File: src/rtl/alu_4bit.sv
// Registered ALU: AND/OR/XOR/ADD with carry and zero flags.
// One output register stage, asynchronous active-high reset.
module alu_4bit #(
  parameter int WIDTH = 4
) (
  input  logic             clk,
  input  logic             rst,
  input  logic [WIDTH-1:0] a,
  input  logic [WIDTH-1:0] b,
  input  logic [1:0]       sel,
  output logic [WIDTH-1:0] out,
  output logic             carry_out,
  output logic             zero_flag
);

  logic [WIDTH:0]   sum;
  logic [WIDTH-1:0] nxt_out;
  logic             nxt_carry;
  logic             nxt_zero;

  assign sum = {1'b0, a} + {1'b0, b};

  always_comb begin
    nxt_out   = '0;
    nxt_carry = 1'b0;
    case (sel)
      2'b00: nxt_out = a & b;
      2'b01: nxt_out = a | b;
      2'b10: nxt_out = a ^ b;
      2'b11: begin
        nxt_out   = sum[WIDTH-1:0];
        nxt_carry = sum[WIDTH];
      end
      // X/Z on sel falls here so it is never aliased to a real op
      default: begin
        nxt_out   = '0;
        nxt_carry = 1'b0;
      end
    endcase
  end

  // zero is derived from the next result so it tracks the registered out
  assign nxt_zero = (nxt_out == '0);

  always_ff @(posedge clk or posedge rst) begin
    if (rst) begin
      out       <= '0;
      carry_out <= 1'b0;
      zero_flag <= 1'b1;
    end else begin
      out       <= nxt_out;
      carry_out <= nxt_carry;
      zero_flag <= nxt_zero;
    end
  end

endmodule

File: config.mk
export PLATFORM = sky130hd
export DESIGN_NAME = alu_4bit
export DESIGN_NICKNAME = d
export VERILOG_FILES = /design/src/rtl/alu_4bit.sv
export SDC_FILE = /design/constraint.sdc
export NUM_CORES = 1
export LEC_CHECK = 0
export CAP_MARGIN = 20
export CORE_AREA = 2 2 39 41
export CTS_BUF_LIST = sky130_fd_sc_hd__clkbuf_4 sky130_fd_sc_hd__clkbuf_8
export DETAILED_ROUTE_END_ITERATION = 8
export DIE_AREA = 0 0 41 43
export GPL_ROUTABILITY_DRIVEN = 0
export GPL_TIMING_DRIVEN = 0
export PLACE_DENSITY = 0.68
export SLEW_MARGIN = 20
export SYNTH_ARGS = -nofsm -noshare
export SYNTH_HDL_FRONTEND = slang
export SYNTH_SLANG_ARGS = --single-unit
File: constraint.sdc
create_clock -name clk -period 1.1 [get_ports clk]
set_input_delay 0.165 -clock clk [delete_from_list [all_inputs] [get_ports clk]]
set_output_delay 0.165 -clock clk [all_outputs]
set_load 0.005 [all_outputs]
==> impl_metrics.toml <==
[route]
wl_um = 892
drt_first_pass_iters = 4
detail_route.wl_per_cell_um = 9.91
drt-vias-per-instance = 4.62
drc = 0
initialDrtViolationCount = 2
num_vias = 416
final_antenna_net_count = 0

[clock_tree]
cts_buffer_depth = 2
cts_tree = "done"
cts-root-buf = "clkbuf_4"
htree_levels = 1
cts_sinks = 6
path_clk_slew_ns = 0.05
cts_hold_buf = 0
numCtsBuffers = 3

[finish]
nets = 96
multiInputGateArea_um2 = 345
fill_cells = 143
drive_above_1_share = 0.446
stdcell_count = 90
n_antenna_cell = 0
synthToLayoutAreaGrowth_pct = 57.1
regArea_um2 = 151

[floorplan]
std_cell_rows = 14
io-pin-count = 18
die_w_um = 41
initial_core_util = 0.352
core_area_mm2 = 0.00138
die-area_mm2 = 0.00176
die_y_um = 43

[logic_synthesis]
yosysWarnings = 0
ys_seq_elements = 6
synth_cell_type_count = 24
ys_seq_area_frac = 0.311
netlist_instances = 50
netlist_area_um2 = 487
synth.avg_cell_area_um2 = 9.73
synth_fp_nets = 71

[global_route]
grt_pass1_vias = 399
grt_overflow = 0
antenna_found_initial = 0
grt_pass1_wl_um = 1530
grt_max_degree = 11
grt_usage = 0.133

[worst_setup_path]
worstSetupPathType = "input pin to flip-flop"
end_kind = "flip-flop"
endpoint = "out[1]$_DFF_PP0_"
crit_fanout = 2
crit_start = "b[0]"
arrival_ns = 1.45
required_ns = 1.23
crit_path_start_kind = "input pin"

[sta]
finalSetupViolations = 3
layout_min_cycle_time_ns = 1.32
rsz0062_at_grt = "yes"
fmax_ghz = 0.758
slew-limit-headroom = 0.843
hold_viol = 0
slew_violations = 0
worst_hold_slack_ns = 0.124
final.setup.worst_slack_ns = -0.220
tightest_slew_ns = 0.233
period_share = 1.20

[placed_design]
io_buffers = 16
dp.cells = 82
place.detailed.hpwl_um = 715

[hold_path]
hold_path_class = "input pin to asynchronous set/reset pin"

[pwr]
max-vdd-ir-drop_mv = 0.326
leakagePower_uw = 0.000371
p_per_area_mw_per_mm2 = 968
finalPower_uw = 740

[run_status]
outcome = "finished, violations left"
violations = "setup timing"

[flow_run]
cap_violations = 0
[worst min path at each step]
stage	end	slack, ns	cells after the start
6_report	carry_out$_DFF_PP0_	0.12	2
5_1_grt	carry_out$_DFF_PP0_	0.14	2
4_1_cts	carry_out$_DFF_PP0_	0.13	2
3_5_place_dp	out[1]$_DFF_PP0_	0.39	2
3_3_place_gp	out[1]$_DFF_PP0_	0.38	2
2_1_floorplan	carry_out$_DFF_PP0_	-0.04	1
[critical path, cell delays in order]
cell and delay (ns):
buf_8 0.10, ha_4 0.15, fa_2 0.39, mux4_2 0.50, buf_4 0.15
[per-layer routing]
| metal | part of all wire | global-route usage | up-vias | wire (um) |
|---|---|---|---|---|
| met5 | 0 | 0 | - | 0 |
| met4 | 0 | 0.100 | 0 | 0 |
| met3 | 0.066 | 0.0157 | 0 | 59 |
| met2 | 0.58 | 0.222 | 14 | 519 |
| met1 | 0.35 | 0.140 | 192 | 313 |
| li1 | - | - | 210 | - |
[cell families after synthesis]
kind of cell    count (synthesis)  share of synthesized area
xor+xnor                        1                     0.0180
fa+ha+maj                       9                      0.247
buf+inv                        12                      0.108
compound gates                 10                      0.149
flops                           6                      0.311
simple gates                   11                      0.121
mux                             1                     0.0463
[cells in the final DEF (no fill, tap or decap), types with 3 or more instances in the layout]
| cell type | synthesis | layout |
|---|---|---|
| buf_2 | 0 | 5 |
| buf_4 | 0 | 4 |
| clkbuf_4 | 0 | 4 |
| dfrtp_1 | 5 | 5 |
| dlygate4sd2_1 | 0 | 8 |
| ha_1 | 8 | 3 |
| ha_4 | 0 | 4 |
| inv_1 | 11 | 5 |
| inv_2 | 0 | 6 |
| nand2_1 | 5 | 5 |
[metrics by stage]
stage	setup slack, ns	util	cell area [um2]	TNS, ns
6_report	-0.220	0.552	764	-0.456
5_1_grt	-0.245	0.552	764	-0.551
4_1_cts	-0.300	0.541	748	-0.572
3_5_place_dp	-0.919	0.511	707	-3.81
3_3_place_gp	-0.915	0.511	707	-3.76
2_1_floorplan	-0.307	-	527	-0.535
[flip-flops by register name, indices dropped and copies added (netlist names)]
signal     count
carry_out      1
out            4
zero_flag      1
[what timing repair did]
item	in CTS	in global routing
pin swaps	6	3
gates cloned	0	0
hold endpoints to repair	0	0
gates resized for setup	42	4
buffers inserted	3	1
endpoints found under the setup margin	12	3
[area by class of cell]
cell class                      instances  area share
Inverter                               11      0.0540
Tap cell                               16      0.0262
Timing Repair Buffer                   20       0.216
Sequential cell                         6       0.198
Multi-Input combinational cell         32       0.452
Clock buffer                            4      0.0393
Buffer                                  1      0.0147
[cell usage after synthesis]
master    instances  area [um2]
buf_6             1        11.3
dfrtp_1           5         125
nor2_1            1        3.75
or2b_1            1        7.51
xor2_1            1        8.76
nor4_2            1        12.5
inv_1            11        41.3
a21o_1            1        7.51
o21ai_1           2        10.0
mux4_2            1        22.5
a21oi_1           1        5.00
nand2b_1          1        6.26
ha_1              8         100
o31a_1            1        8.76
fa_1              1        20.0
o21ai_2           1        8.76
o21a_1            1        7.51
o211ai_1          1        7.51
a211oi_2          1        12.5
nand3_1           1        5.00
o21ai_0           1        5.00
dfstp_2           1        26.3
nor3_1            1        5.00
nand2_1           5        18.8
[where the power goes]
part           switching, uW  leakage, uW  internal, uW
registers               4.47    0.0000708           245
logic                    107     0.000282           135
clock network           85.2    0.0000184           162
total                    197     0.000371           543
Note: power is estimated with default switching activity, not from simulation.
==> RTL change: new RTL, same flow settings <==
Reset style: synchronous (`rst`), changed in one clocked block. Comments in the files are not updated.
--- a/src/rtl/alu_4bit.sv
+++ b/src/rtl/alu_4bit.sv
@@ -42,7 +42,7 @@
   // zero is derived from the next result so it tracks the registered out
   assign nxt_zero = (nxt_out == '0);
 
-  always_ff @(posedge clk or posedge rst) begin
+  always_ff @(posedge clk) begin
     if (rst) begin
       out       <= '0;
       carry_out <= 1'b0;
Formal check against the unedited RTL: differs if rst is asserted again (counterexample within 4 cycles, from zero or initial values and one cycle with rst high); with rst held inactive, the same outputs for 10 cycles.
==> RTL change against the unedited design <==
Count of clock-buffer cells in the layout is 1 lower. Synthesized area decreased by 1.0%. Critical endpoint is now zero_flag$_SDFF_PP1_. Total power shrank 5.3%. Non-clock buffer count decreased by 1. Utilization grew 0.72 points. Setup slack better by 0.096 ns. Synthesized cell count is 6.0% higher. Wire length rose by 14%. Largest cell class unchanged. Design area grew 1.3%. The run still ends with negative setup slack left. Sequential cell count unchanged.
==> RTL change: results (changes against the unedited design) <==
- Outcome: complete, but fails checks (unchanged)
- Violated checks: negative setup slack (unchanged)
* Violation count after the first detailed-route iteration: 0 (was 2)
- The worst voltage drop across the vdd grid came to 0.335 mV (was 0.326 mV).
- The global-route wire length before repair was 1.68 mm (was 1.53 mm).
* Final setup violation count: 2 (was 3)
* Leakage power figure: 0.000362 uW (was 0.000371 uW)
- Post-route setup TNS: -0.187 ns (was -0.456 ns)
- The post-placement cell area came to 713 sq um (was 707 sq um).
- Post-synthesis share of cell area spent on full adders, half adders and majority gates: 24.9% (was 24.7%)
- The post-layout net count is 97 (was 96).
* Placed Cells: 85 (was 82)
- Post-CTS repair timing setup buffer count: 1 (was 3)
- The net count after synthesis is 74 (was 71).
- The library cell contributing the largest single delay on the critical path is sky130_fd_sc_hd__fa_2 (was sky130_fd_sc_hd__mux4_2).
* First-pass DRT Iterations: 1 (was 4)
- The via total after detailed routing is 432 (was 416).
- The global routing usage summed across all routing layers came to 13.8% (was 13.3%).
* Sequential cell area: 120 sq um (was 151 sq um)
- The post-layout worst setup margin came to -0.124 ns (was -0.220 ns).
* Count of different cell masters after synthesis: 21 (was 24)
- Proportion of synthesized chip area in sequential cells: 24.9% (was 31.1%)
- Count of cells resized by post-cts repair: 41 (was 42)
- The minimum setup slack after placement was -0.836 ns (was -0.919 ns).
- Fraction of synthesized cell area in xor and xnor cells: 1.82% (was 1.80%)
- The compound-cell area share of the yosys netlist came to 22.1% (was 14.9%).
- The number of global-route vias before repair came to 423 (was 399).
- The path type of the worst min-delay path was primary input to register (was primary input to async pin).
* Most instantiated cells after synthesis: 8 x sky130_fd_sc_hd__ha_1, 8 x sky130_fd_sc_hd__inv_1, 6 x sky130_fd_sc_hd__dfxtp_1, 6 x sky130_fd_sc_hd__nor2_1, 4 x sky130_fd_sc_hd__a21oi_1 (was 11 x sky130_fd_sc_hd__inv_1, 8 x sky130_fd_sc_hd__ha_1, 5 x sky130_fd_sc_hd__dfrtp_1, 5 x sky130_fd_sc_hd__nand2_1, 2 x sky130_fd_sc_hd__o21ai_1)
- Largest cells by area after synthesis: sky130_fd_sc_hd__dfxtp_1 25%, sky130_fd_sc_hd__ha_1 21%, sky130_fd_sc_hd__a211oi_2 7.8% (was sky130_fd_sc_hd__dfrtp_1 26%, sky130_fd_sc_hd__ha_1 21%, sky130_fd_sc_hd__inv_1 8.5%).
- Post-detail-place hpwl: 786 um (was 715 um)
* P_int: 499 uW (was 543 uW)
- Share of synthesized flip-flops with an asynchronous set or reset: 0% (was 100%)
==> RTL change: cell count changes after synthesis, sizes merged, moves of 3 or more <==
cell	change
a211oi	+4
a21oi	+3
dfrtp	-5
dfxtp	+6
inv	-3
nand2	-3
nor2	+7
o21ai	-3
==> RTL change: logic make-up after synthesis <==
group,count (synthesis)
buf+inv,10
simple gates,13
fa+ha+maj,9
xor+xnor,1
mux,1
flops,6
compound gates,13
==> RTL change: final timing paths <==
| check | endpoint | slack (ns) | depth (start not counted) |
|---|---|---|---|
| worst max-delay path | zero_flag$_SDFF_PP1_ | -0.12 | 6 |
| worst min-delay path | carry_out$_SDFF_PP0_ | 0.27 | 3 |
==> RTL change: power groups by stage <==
| stage | clock [uW] | combinational [uW] | sequential [uW] |
|---|---|---|---|
| after global placement | 0 | 241 | 243 |
| after floorplan | 0 | 138 | 246 |
| after detailed placement | 0 | 245 | 244 |
| final | 195 | 267 | 239 |
| after CTS | 202 | 254 | 239 |
| after global routing | 208 | 294 | 241 |
==> RTL change: cell type report <==
class                      instances  area share [%]
multi-input combinational         37            53.8
timing repair buffer              18            19.2
sequential                         6            15.5
inverter                           8            3.88
clock buffer                       3            2.91
tap                               16            2.58
buffer                             2            2.10
==> RTL change: critical path: cells and delay by family <==
family,cells,cell delay [ns]
fa+ha+maj,2,0.66
compound gates,2,0.27
mux,1,0.15
buf+inv,1,0.10
==> RTL change: routing by layer <==
layer  part of all wire, %  vias to the layer above  GRT usage (%)  routed length, um
li1                      -                      222              -                  -
met1                    41                      191           15.8                416
met2                    51                       15           22.5                523
met3                   4.9                        4          0.524                 50
met4                   2.5                        0           10.0                 25
met5                     0                        -              0                  0
